$ cat src/rtl/inst_prefetch_queue.sv
// Sequential instruction prefetcher between inst_rom and the fetch stage.
// Fetches consecutive words into a small FIFO of {pc, inst} pairs, hands
// them out with a ready/valid handshake, and flushes on redirect.
module inst_prefetch_queue #(
    parameter int unsigned DEPTH    = 4,
    parameter logic [31:0] RESET_PC = 32'h00000000
) (
    input  logic                       clk,
    input  logic                       rst,
    output logic [31:0]                rom_addr_o,
    output logic                       rom_ce_o,
    input  logic [31:0]                rom_data_i,
    input  logic                       redirect_i,
    input  logic [31:0]                redirect_pc_i,
    input  logic                       inst_ready_i,
    output logic                       inst_valid_o,
    output logic [31:0]                inst_o,
    output logic [31:0]                inst_pc_o,
    output logic [$clog2(DEPTH):0]     count_o
);

    localparam int unsigned AW   = $clog2(DEPTH);
    localparam logic [AW:0] FULL = DEPTH[AW:0];

    logic [31:0]   fetch_pc;
    logic [63:0]   storage [DEPTH];
    logic [AW-1:0] wr_ptr;
    logic [AW-1:0] rd_ptr;
    logic [AW:0]   count;
    logic [63:0]   head;
    logic          push;
    logic          pop;
    logic          unused_pc_bits;

    // Low address bits of the redirect target are forced to zero.
    assign unused_pc_bits = ^redirect_pc_i[1:0];

    // Handshake decode; a full queue may still push when it pops the same cycle.
    always_comb begin
        pop  = inst_valid_o & inst_ready_i & ~redirect_i;
        push = rst & ~redirect_i & ((count < FULL) | pop);
    end

    assign rom_ce_o   = push;
    assign rom_addr_o = fetch_pc;

    // Head outputs come from registered state only, zeroed when empty.
    always_comb begin
        head         = storage[rd_ptr];
        inst_valid_o = (count != '0);
        inst_o       = inst_valid_o ? head[31:0]  : '0;
        inst_pc_o    = inst_valid_o ? head[63:32] : '0;
        count_o      = count;
    end

    // Fetch PC, pointers and occupancy; redirect flushes and restarts fetching.
    always_ff @(posedge clk or negedge rst) begin
        if (!rst) begin
            fetch_pc <= RESET_PC;
            wr_ptr   <= '0;
            rd_ptr   <= '0;
            count    <= '0;
        end else if (redirect_i) begin
            fetch_pc <= {redirect_pc_i[31:2], 2'b00};
            wr_ptr   <= '0;
            rd_ptr   <= '0;
            count    <= '0;
        end else begin
            if (push) begin
                wr_ptr   <= wr_ptr + 1'b1;
                fetch_pc <= fetch_pc + 32'd4;
            end
            if (pop)
                rd_ptr <= rd_ptr + 1'b1;
            if (push && !pop)
                count <= count + 1'b1;
            else if (pop && !push)
                count <= count - 1'b1;
        end
    end

    // Entry storage; contents are only observed through the valid-gated head.
    always_ff @(posedge clk) begin
        if (push)
            storage[wr_ptr] <= {fetch_pc, rom_data_i};
    end

endmodule

$ cat config.mk
export PLATFORM = sky130hd
export DESIGN_NAME = inst_prefetch_queue
export DESIGN_NICKNAME = d
export VERILOG_FILES = /design/src/rtl/inst_prefetch_queue.sv
export SDC_FILE = /design/constraint.sdc
export NUM_CORES = 1
export LEC_CHECK = 0
export BUFFER_PORTS_ARGS = -buffer_cell sky130_fd_sc_hd__buf_2
export CORE_ASPECT_RATIO = 0.7
export CORE_MARGIN = 1.5
export CORE_UTILIZATION = 44
export CTS_BUF_LIST = sky130_fd_sc_hd__clkbuf_8
export DETAILED_ROUTE_END_ITERATION = 8
export GPL_TIMING_DRIVEN = 0
export PLACE_DENSITY = 0.7
export SYNTH_ARGS = -nofsm -noshare
export SYNTH_HDL_FRONTEND = slang
export SYNTH_SLANG_ARGS = --single-unit
$ cat constraint.sdc
create_clock -name clk -period 2.7 [get_ports clk]
set_clock_uncertainty 0.05 [all_clocks]
set_input_delay 0.405 -clock clk [delete_from_list [all_inputs] [get_ports clk]]
set_output_delay 0.405 -clock clk [all_outputs]
set_load 0.005 [all_outputs]
==> results of run 1 <==
[layout by cell type, fill, tap and decap left out, types with 6 or more instances in the layout]
cell	netlist	layout
a22oi_1	8	8
and2_1	69	65
and4_1	6	6
buf_2	10	165
clkbuf_1	23	13
clkbuf_2	1	8
clkbuf_8	0	46
clkinv_1	0	9
dfrtp_1	37	36
dlygate4sd3_1	0	39
edfxtp_1	248	248
inv_1	7	22
mux4_2	62	62
nand2_1	32	31
nand3_1	23	23
nand4_1	12	12
nor2_1	16	15
nor2b_1	8	8
o211ai_1	6	6
o21ai_0	15	15
o311ai_0	8	8
or3_1	8	7
xor2_1	6	6
[registers in the layout (all words and copies together), names as in the netlist]
register / cells
rd_ptr: 2
storage: 248
count_o: 3
wr_ptr: 2
rom_addr_o: 30
[cell usage after synthesis, types with 3 or more instances]
| cell type | count |
|---|---|
| edfxtp_1 | 248 |
| and2_1 | 69 |
| mux4_2 | 62 |
| dfrtp_1 | 37 |
| nand2_1 | 32 |
| clkbuf_1 | 23 |
| nand3_1 | 23 |
| nor2_1 | 16 |
| o21ai_0 | 15 |
| nand4_1 | 12 |
| buf_2 | 10 |
| a22oi_1 | 8 |
| nor2b_1 | 8 |
| o311ai_0 | 8 |
| or3_1 | 8 |
| inv_1 | 7 |
| and4_1 | 6 |
| o211ai_1 | 6 |
| xor2_1 | 6 |
| a31oi_1 | 5 |
| ha_1 | 5 |
| nor3_1 | 5 |
| buf_4 | 4 |
| a21oi_1 | 3 |
| nor4_1 | 3 |
| o31ai_1 | 3 |
| or2_2 | 3 |
| or4_1 | 3 |
| xnor2_1 | 3 |
[through the flow]
| step | TNS (ns) | instances |
|---|---|---|
| 2_1_floorplan | 0 | 677 |
| 3_3_place_gp | -343.33 | 1195 |
| 3_5_place_dp | -147.31 | 1199 |
| 4_1_cts | 0 | 1315 |
| 5_1_grt | -0.0165 | 1318 |
| 6_report | 0 | 1318 |
[path summary, 6_finish.rpt]
path / from / end / cells past startpoint
worst max-delay path: rd_ptr[0] / inst_pc_o[13] / 5
worst min-delay path: redirect_pc_i[18] / rom_addr_o[18] / 3
worst max register to register: rom_addr_o[11] / rom_addr_o[29] / 4
worst min register to register: wr_ptr[1] / wr_ptr[1] / 2
max in group asynchronous: rst / rom_addr_o[4] / 3
min in group asynchronous: rst / rom_addr_o[19] / 3
[critical path: cells and delay by family (launching register included)]
family | cells | cell delay (ns)
DFF | 1 | 0.36
and+or+nand+nor | 1 | 0.21
muxes | 1 | 0.51
buffers and inverters | 3 | 0.50
[logic make-up after synthesis]
family	Yosys count	share of synthesized area, %
adder cells (fa/ha/maj)	6	0.702
AO/OA/AOI/OAI	61	3.69
other	1	0.0319
XOR/XNOR	10	0.862
AND/OR/NAND/NOR	200	9.70
flip-flops	285	71.2
buffers and inverters	48	1.84
multiplexers	63	12.0
[repair_timing]
item / CTS / global route
pin swaps: 0 / 3
gates cloned: 0 / 3
setup endpoints to repair: 209 / 193
hold endpoints to repair: 168 / 0
setup buffers: 0 / 0
gates resized for setup: 23 / 22
hold buffers: 40 / 0
[where the power goes]
part           leakage (nW)  internal (mW)  switching, mW  total, mW
sequential             2.69           5.11          0.229       5.34
clock                 0.463           1.67           1.63       3.31
combinational          2.05           1.79           1.63       3.42
total                  5.21           8.57           3.49       12.1
[metal layers]
layer	vias to the layer above	wire, um
li1	3202	-
met1	3602	12900
met2	301	12300
met3	36	2200
met4	0	361
met5	-	0
[final cells by class]
class,count,area [sq um]
Fill cell,2123,11500
Sequential cell,285,8370
Multi-Input combinational cell,347,3230
Timing Repair Buffer,205,1320
Clock buffer,46,633
Tap cell,357,447
Buffer,39,279
Clock inverter,32,161
Inverter,7,26.3
==> reports/results.tsv, run 1 <==
stage	metric	value	unit
setup_path	Reg2Reg Setup Slack	0.25	ns
die	row cnt	49	
logic_synthesis	Synth async-reset ratio	13.0	%
die	chip width	198	um
setup_path	CP max stage delay	0.51	ns
timing	Tmin final	2.60	ns
final_layout	share of post-route cells with drive strength above 1	34.0	%
die	Starting Density	45.2	%
power_and_ir_drop	worst vdd ir	0.000697	V
clocking	clk_lat worst skew	0.57	ns
global_routing	met2 usage	28.9	%
timing	hold_ws	0.0268	ns
placement	global placement routability congestion	0.808	
logic_synthesis	sequential area share after synthesis	71.2	%
logic_synthesis	number of synthesized register bits	285	
routing	Vias	7141	
setup_path	WP data arrival	2.14	ns
clocking	CTS Buf Count	44	
placement	Post-DP HPWL	17100	um
global_routing	pin count of the biggest net entering global routing	41	
power_and_ir_drop	Pwr Total	12.1	mW
setup_path	startpoint types	register	
routing	initial DRC count	489	
flow_run	max cap viols	0	
setup_path	Crit-path slowest cell	mux4_2	
final_layout	Layout area overhead	23.1	%
final_layout	final instance area	0.0145	sq mm
timing	Final setup viols	0	
final_layout	n_diodes	0	
global_routing	grt peak-use layer	met1	
logic_synthesis	Cells after Synth	674	
setup_path	CP required	2.25	ns
timing	Final Hold Vio Count	0	
routing	DR vias/cell	5.42	
final_layout	fin util	55.7	%
timing	RSZ-0062 raised after global routing	true	
die	total die area	0.0277	sq mm
placement	PortBufs	161	
clocking	H-tree levels	2	
setup_path	worst-path fanout max	10	
timing	Fmax	0.385	GHz
logic_synthesis	Synth cell types	52	
clocking	Root Buffer	clkbuf_8	
placement	setup slack after placement	-0.736	ns
logic_synthesis	Netlist Area Pre-Place	0.0118	sq mm
timing	Slew Viols, Final	0	
clocking	Sink Count	285	
global_routing	met1 Usage GRT	30.8	%
placement	DP Area	0.0131	sq mm
global_routing	M3 GR Usage	4.97	%
run_status	status	finished, final reports clean	
logic_synthesis	Synth area leaders	edfxtp_1 63%, mux4_2 12%, dfrtp_1 7.9%	
routing	routed len/inst	21.1	um
routing	Pre-antenna DRT Iters	5	
clocking	Max clock buf depth	3	
die	Die Height	140	um
routing	WL final	27800	um
clocking	clock slew at reported path FFs	0.07	ns
power_and_ir_drop	LEAKAGE	5.21	nW
global_routing	initial antenna violation count	0	
timing	Final Cycle Share	96.1	%
setup_path	crit path capture type	output pin	
logic_synthesis	number of synthesized flops with an enable pin	248	
logic_synthesis	Synth top area share	63.3	%
final_layout	fin nets	1003	
logic_synthesis	Ys Warns	0	
logic_synthesis	largest area contributor in the netlist	edfxtp_1	
setup_path	CP Class	register to output pin	
timing	worst slew pin tran	1.07	ns
worst_hold_path	HP Class	input port to register	
global_routing	total grt overflow	0	
logic_synthesis	Main synth FF type	edfxtp_1	
routing	drt drc	0	
power_and_ir_drop	Power Density	834	mW/mm^2
clocking	CTS tree	yes	
timing	Final WS setup	0.104	ns
global_routing	first-pass GRT wire length	41900	um
timing	Rel. slew slack	27.9	%
routing	Post-DRT Antenna Nets	0	
global_routing	GRT Total Usage	20.2	%
die	Ports	169	
global_routing	vias in the first global route	7201	
die	Core Region	0.0260	sq mm
logic_synthesis	syn avg cell area	17.4	sq um
setup_path	CP Cell Sequence	buf_8, buf_12, mux4_2, and2_1, buf_2	
Power figures use the tool's default switching activity.
==> run 2: changes to the inputs <==
Settings changed: CORE_MARGIN 1.5 to default, PLACE_DENSITY 0.7 to 0.66.
==> run 2 against run 1 <==
Net effect:
- non-clock buffer count increased by 3
- die area shrank 1.2%
- first-iteration DRC count increased by 10%
- sequential power about the same
- clock power rose by 5%
- final area grew 0.48%
- via count decreased by 0.20%
- utilization grew 0.40 points
- combinational power about the same
- worst hold slack improved by 0.012 ns
- wire length shrank 1.6%
- register-to-register slack got worse by 0.05 ns
==> reports/results.tsv, run 2 (synthesized netlist as in run 1, its figures left out) <==
stage	metric	value	unit
timing	worst slew pin tran	1.04	ns
clocking	Root Buffer	clkbuf_8	
setup_path	startpoint types	register	
global_routing	pin count of the biggest net entering global routing	44	
routing	Post-DRT Antenna Nets	0	
routing	initial DRC count	538	
timing	Final Hold Vio Count	0	
placement	setup slack after placement	-0.747	ns
final_layout	fin cells	1321	
final_layout	max reg flops	248	
final_layout	Layout area overhead	23.6	%
placement	PortBufs	161	
routing	drt drc	0	
timing	Final Cycle Share	96.1	%
clocking	clock slew at reported path FFs	0.06	ns
timing	Slew Viols, Final	0	
setup_path	Worst Setup SP	rd_ptr[1]	
global_routing	initial antenna violation count	0	
die	total die area	0.0274	sq mm
global_routing	GRT Total Usage	20.3	%
final_layout	n_diodes	0	
clocking	CTS Buf Count	45	
clocking	H-tree levels	2	
power_and_ir_drop	switching power	3.52	mW
die	Ports	169	
timing	Final WS setup	0.106	ns
die	row cnt	49	
routing	Pre-antenna DRT Iters	5	
placement	Post-DP HPWL	16900	um
timing	Rel. slew slack	30.1	%
power_and_ir_drop	Clk pwr share	28.3	%
power_and_ir_drop	Power Density	843	mW/mm^2
clocking	clk_lat worst skew	0.57	ns
timing	Fmax	0.386	GHz
setup_path	crit path capture type	output pin	
global_routing	total grt overflow	0	
clocking	Sink Count	285	
timing	Tmin final	2.59	ns
die	chip width	197	um
routing	DR vias/cell	5.40	
power_and_ir_drop	sequential share of power	43.6	%
clocking	Max clock buf depth	3	
power_and_ir_drop	switching share of power	28.8	%
global_routing	vias in the first global route	7100	
final_layout	Largest Register	storage	
worst_hold_path	HP Class	input port to register	
clocking	post-CTS setup buffers	0	
global_routing	first-pass GRT wire length	41700	um
setup_path	reg2reg start	count_o[2]	
setup_path	WP data arrival	2.14	ns
die	Die Height	139	um
die	Core Region	0.0259	sq mm
power_and_ir_drop	Logic pwr share	28.1	%
run_status	status	finished, final reports clean	
placement	Placed Instances	1199	
setup_path	CP Class	register to output pin	
die	Starting Density	45.3	%
setup_path	worst-path fanout max	10	
routing	routed len/inst	20.7	um
worst_hold_path	min-delay src	rom_data_i[16]	
power_and_ir_drop	worst vdd ir	0.000520	V
power_and_ir_drop	Int Pwr	8.73	mW
routing	Vias	7127	
timing	Final setup viols	0	
final_layout	fin nets	1005	
clocking	CTS tree	yes	
timing	RSZ-0062 raised after global routing	true	
placement	global placement routability congestion	0.770	
setup_path	CP required	2.25	ns
final_layout	share of post-route cells with drive strength above 1	34.0	%
flow_run	max cap viols	0	
final_layout	commonest non-fill, non-tap cell in the layout	edfxtp_1	
power_and_ir_drop	LEAKAGE	5.25	nW
final_layout	commonest cells after routing, fill and taps aside	248 x edfxtp_1, 169 x buf_2, 65 x and2_1	
routing	WL final	27300	um
## run 2: worst paths after layout
path                       slack [ns]             end  cells past startpoint
hold reg to reg                  0.53       wr_ptr[1]                      2
max in group asynchronous        1.98  rom_addr_o[11]                      3
setup / recovery                 0.11   inst_pc_o[12]                      4
hold / removal                   0.04  storage[3][16]                      1
min in group asynchronous        0.38  rom_addr_o[19]                      3
setup reg to reg                 0.20      count_o[2]                      8
## run 2: cell type report
| cell class | instances | area, sq um |
|---|---|---|
| fillers | 2047 | 11400 |
| plain buffers | 39 | 282 |
| flip-flops and latches | 285 | 8370 |
| multi-input cells | 345 | 3210 |
| inverters | 7 | 26.3 |
| repair buffers | 208 | 1350 |
| clock inverters | 29 | 144 |
| well taps | 357 | 447 |
| clock buffers | 51 | 702 |
## run 2: power by group through the flow
| stage | Sequential [mW] | Clock, mW | Combinational [mW] |
|---|---|---|---|
| final | 5.34 | 3.46 | 3.44 |
| after global routing | 5.38 | 3.73 | 3.77 |
| after floorplan | 5.35 | 0 | 1.95 |
| after detailed placement | 5.41 | 0 | 3.29 |
| after CTS | 5.34 | 3.57 | 3.45 |
| after global placement | 5.41 | 0 | 3.24 |
## run 2: per-layer routing
layer / share of wire (%) / routed length, um / global-route usage, %
met1: 46 / 12700 / 30.5
met2: 44 / 12100 / 29.6
met3: 7.5 / 2060 / 4.64
met4: 1.8 / 495 / 6.28
met5: 0 / 0 / 0
## run 2: stage by stage
stage	setup TNS (ns)	power [mW]	hold WS, ns	utilization, %	instance area (sq um)
finish	0	12.3	0.0391	56.1	14500
global route	-0.00420	12.9	0.00659	56.1	14500
global placement	-344.07	8.66	0.512	50.2	13000
floorplan	0	7.30	0.0594	-	11800
detailed placement	-144.01	8.70	0.519	50.6	13100
CTS	-0.0353	12.4	0.000372	55.9	14500
## run 2: worst max-delay path, cell delays in order, from the launching register on
cell	delay [ns]
dfrtp_2	0.50
buf_2	0.37
mux4_2	0.35
and2_1	0.21
buf_2	0.14
## run 2: timing repair
action | 4_1_cts | 5_1_grt
setup endpoints to repair | 216 | 108
gates cloned | 1 | 0
gates resized for setup | 27 | 21
hold buffers | 43 | 0
pin swaps | 1 | 0
endpoints found under the hold margin | 168 | 0
==> run 3: changes to the inputs <==
Settings changed: CAP_MARGIN from default to 15.
Clock period 2.7 ns to 2.2 ns, I/O delays scaled along.
==> run 3 against run 2 <==
Net effect:
- clock power increased by 27%
- combinational power up 71%
- flip-flop and latch count unchanged
- register-to-register slack got worse by 0.11 ns
- die area unchanged
- final cell count up 3.8%
- worst hold slack improved by 0.019 ns
- the run now ends with setup timing left
- total power rose by 38%
- final area up 6.8%
- critical path depth unchanged
==> reports/results.tsv, run 3 (synthesized netlist as in run 1, its figures left out) <==
stage	metric	value	unit
setup_path	CP Class	register to output pin	
final_layout	Largest Register	storage	
die	chip width	197	um
placement	setup slack after placement	-0.941	ns
final_layout	Layout area overhead	32.1	%
run_status	violated checks	setup timing	
placement	PortBufs	161	
worst_hold_path	hold path endpoint	count_o[1]	
routing	initial DRC count	631	
setup_path	CP required	1.82	ns
routing	DR vias/cell	5.37	
power_and_ir_drop	Pwr Total	16.9	mW
timing	Tmin final	2.49	ns
timing	RSZ-0062 raised after global routing	true	
final_layout	Reg area	0.00838	sq mm
setup_path	worst r2r dst	storage[2][22]	
power_and_ir_drop	LEAKAGE	5.65	nW
global_routing	vias in the first global route	7494	
placement	Placed Instances	1199	
worst_hold_path	hold path cells	3	
die	Starting Density	45.3	%
final_layout	fin cells	1371	
global_routing	total grt overflow	0	
die	Ports	169	
global_routing	initial antenna violation count	2	
die	total die area	0.0274	sq mm
power_and_ir_drop	Power Density	1090	mW/mm^2
final_layout	commonest cells after routing, fill and taps aside	248 x edfxtp_1, 122 x buf_2, 63 x dlygate4sd3_1	
global_routing	GRT Total Usage	21.2	%
flow_run	max cap viols	0	
setup_path	critical path's top delay family	simple AND/OR/NAND/NOR gates	
final_layout	max reg flops	248	
clocking	H-tree levels	2	
setup_path	count of buffer and inverter cells on the critical path	2	
final_layout	commonest non-fill, non-tap cell in the layout	edfxtp_1	
clocking	clock slew at reported path FFs	0.06	ns
routing	Post-DRT Antenna Nets	0	
setup_path	CP max stage delay	0.50	ns
setup_path	crit path capture type	output pin	
timing	Slew Viols, Final	0	
timing	Final Cycle Share	113	%
setup_path	worst-path fanout max	10	
die	Die Height	139	um
clocking	Sink Count	285	
clocking	clk_lat worst skew	0.57	ns
routing	drt drc	0	
setup_path	startpoint types	register	
setup_path	CP Cell Sequence	or3_4, clkbuf_4, and2_4, buf_6	
run_status	status	finished with violations	
setup_path	reg2reg start	count_o[2]	
setup_path	WP data arrival	2.11	ns
final_layout	fin util	59.9	%
timing	Setup TNS	-15.17	ns
placement	DP Area	0.0131	sq mm
final_layout	share of post-route cells with drive strength above 1	41.1	%
power_and_ir_drop	worst vdd ir	0.000631	V
timing	worst slew pin tran	0.644	ns
die	row cnt	49	
timing	hold_ws	0.0583	ns
setup_path	Crit-path slowest cell	or3_4	
setup_path	Reg2Reg Setup Slack	0.09	ns
routing	Pre-antenna DRT Iters	5	
final_layout	fill count	1996	
die	Core Region	0.0259	sq mm
clocking	Root Buffer	clkbuf_8	
placement	Post-DP HPWL	16800	um
clocking	Max clock buf depth	3	
timing	Final WS setup	-0.290	ns
final_layout	final instance area	0.0155	sq mm
worst_hold_path	HP Class	input port to register	
timing	Final Hold Vio Count	0	
routing	WL final	28700	um
worst_hold_path	min-delay src	inst_ready_i	
timing	Rel. slew slack	56.9	%
final_layout	fin nets	1052	
timing	Final setup viols	63	
routing	routed len/inst	20.9	um
final_layout	footprint of the multi-input gates	0.00338	sq mm
global_routing	pin count of the biggest net entering global routing	46	
placement	global placement routability congestion	0.800	
clocking	CTS Buf Count	44	
routing	Vias	7365	
global_routing	first-pass GRT wire length	43600	um
timing	Fmax	0.402	GHz
clocking	CTS tree	yes	
setup_path	r2r worst-path depth	7	
run 3: power breakdown:
part	total (mW)	internal [mW]	leakage [nW]	switching, mW
combinational	5.89	3.51	2.48	2.38
clock	4.41	2.38	0.484	2.03
sequential	6.56	6.28	2.69	0.283
run 3: worst reg2reg max path, delay by kind of cell, from the launching register on:
kind	cells	cell delay (ns)
simple gates	4	0.70
buf+inv	3	0.59
flops	1	0.44
run 3: area by class of cell:
class                           count  share of cell area (%)
Multi-Input combinational cell    348                    21.8
Timing Repair Buffer              253                    13.2
Clock inverter                     32                    1.40
Buffer                             39                    2.33
Sequential cell                   285                    54.0
Tap cell                          357                    2.88
Antenna cell                        2                  0.0322
Clock buffer                       48                    4.25
Inverter                            7                   0.169
run 3: worst max path at each step:
stage / end / start / depth (start not counted) / slack, ns
finish: inst_pc_o[13] / count_o[0] / 4 / -0.29
detailed placement: storage[0][26] / rst / 5 / -0.94
global placement: storage[3][30] / rst / 4 / -1.68
CTS: inst_pc_o[3] / rd_ptr[0] / 5 / -0.33
global route: inst_pc_o[3] / rd_ptr[0] / 5 / -0.37
floorplan: storage[0][0] / count_o[2] / 5 / -0.13
run 3: what timing repair did:
action / CTS / global route
setup endpoints to repair: 300 / 77
gates cloned: 3 / 2
buffers inserted: 8 / 15
hold buffers: 64 / 0
resized for setup: 107 / 57
hold endpoints to repair: 195 / 0
pin swaps: 8 / 12
run 3: metal layers:
layer / wire length (um) / up-vias / global-route usage, %
met2: 12900 / 294 / 31.4
met5: 12 / - / 0
met3: 2320 / 34 / 5.45
met1: 13000 / 3726 / 31.0
li1: - / 3309 / -
met4: 434 / 2 / 6.41
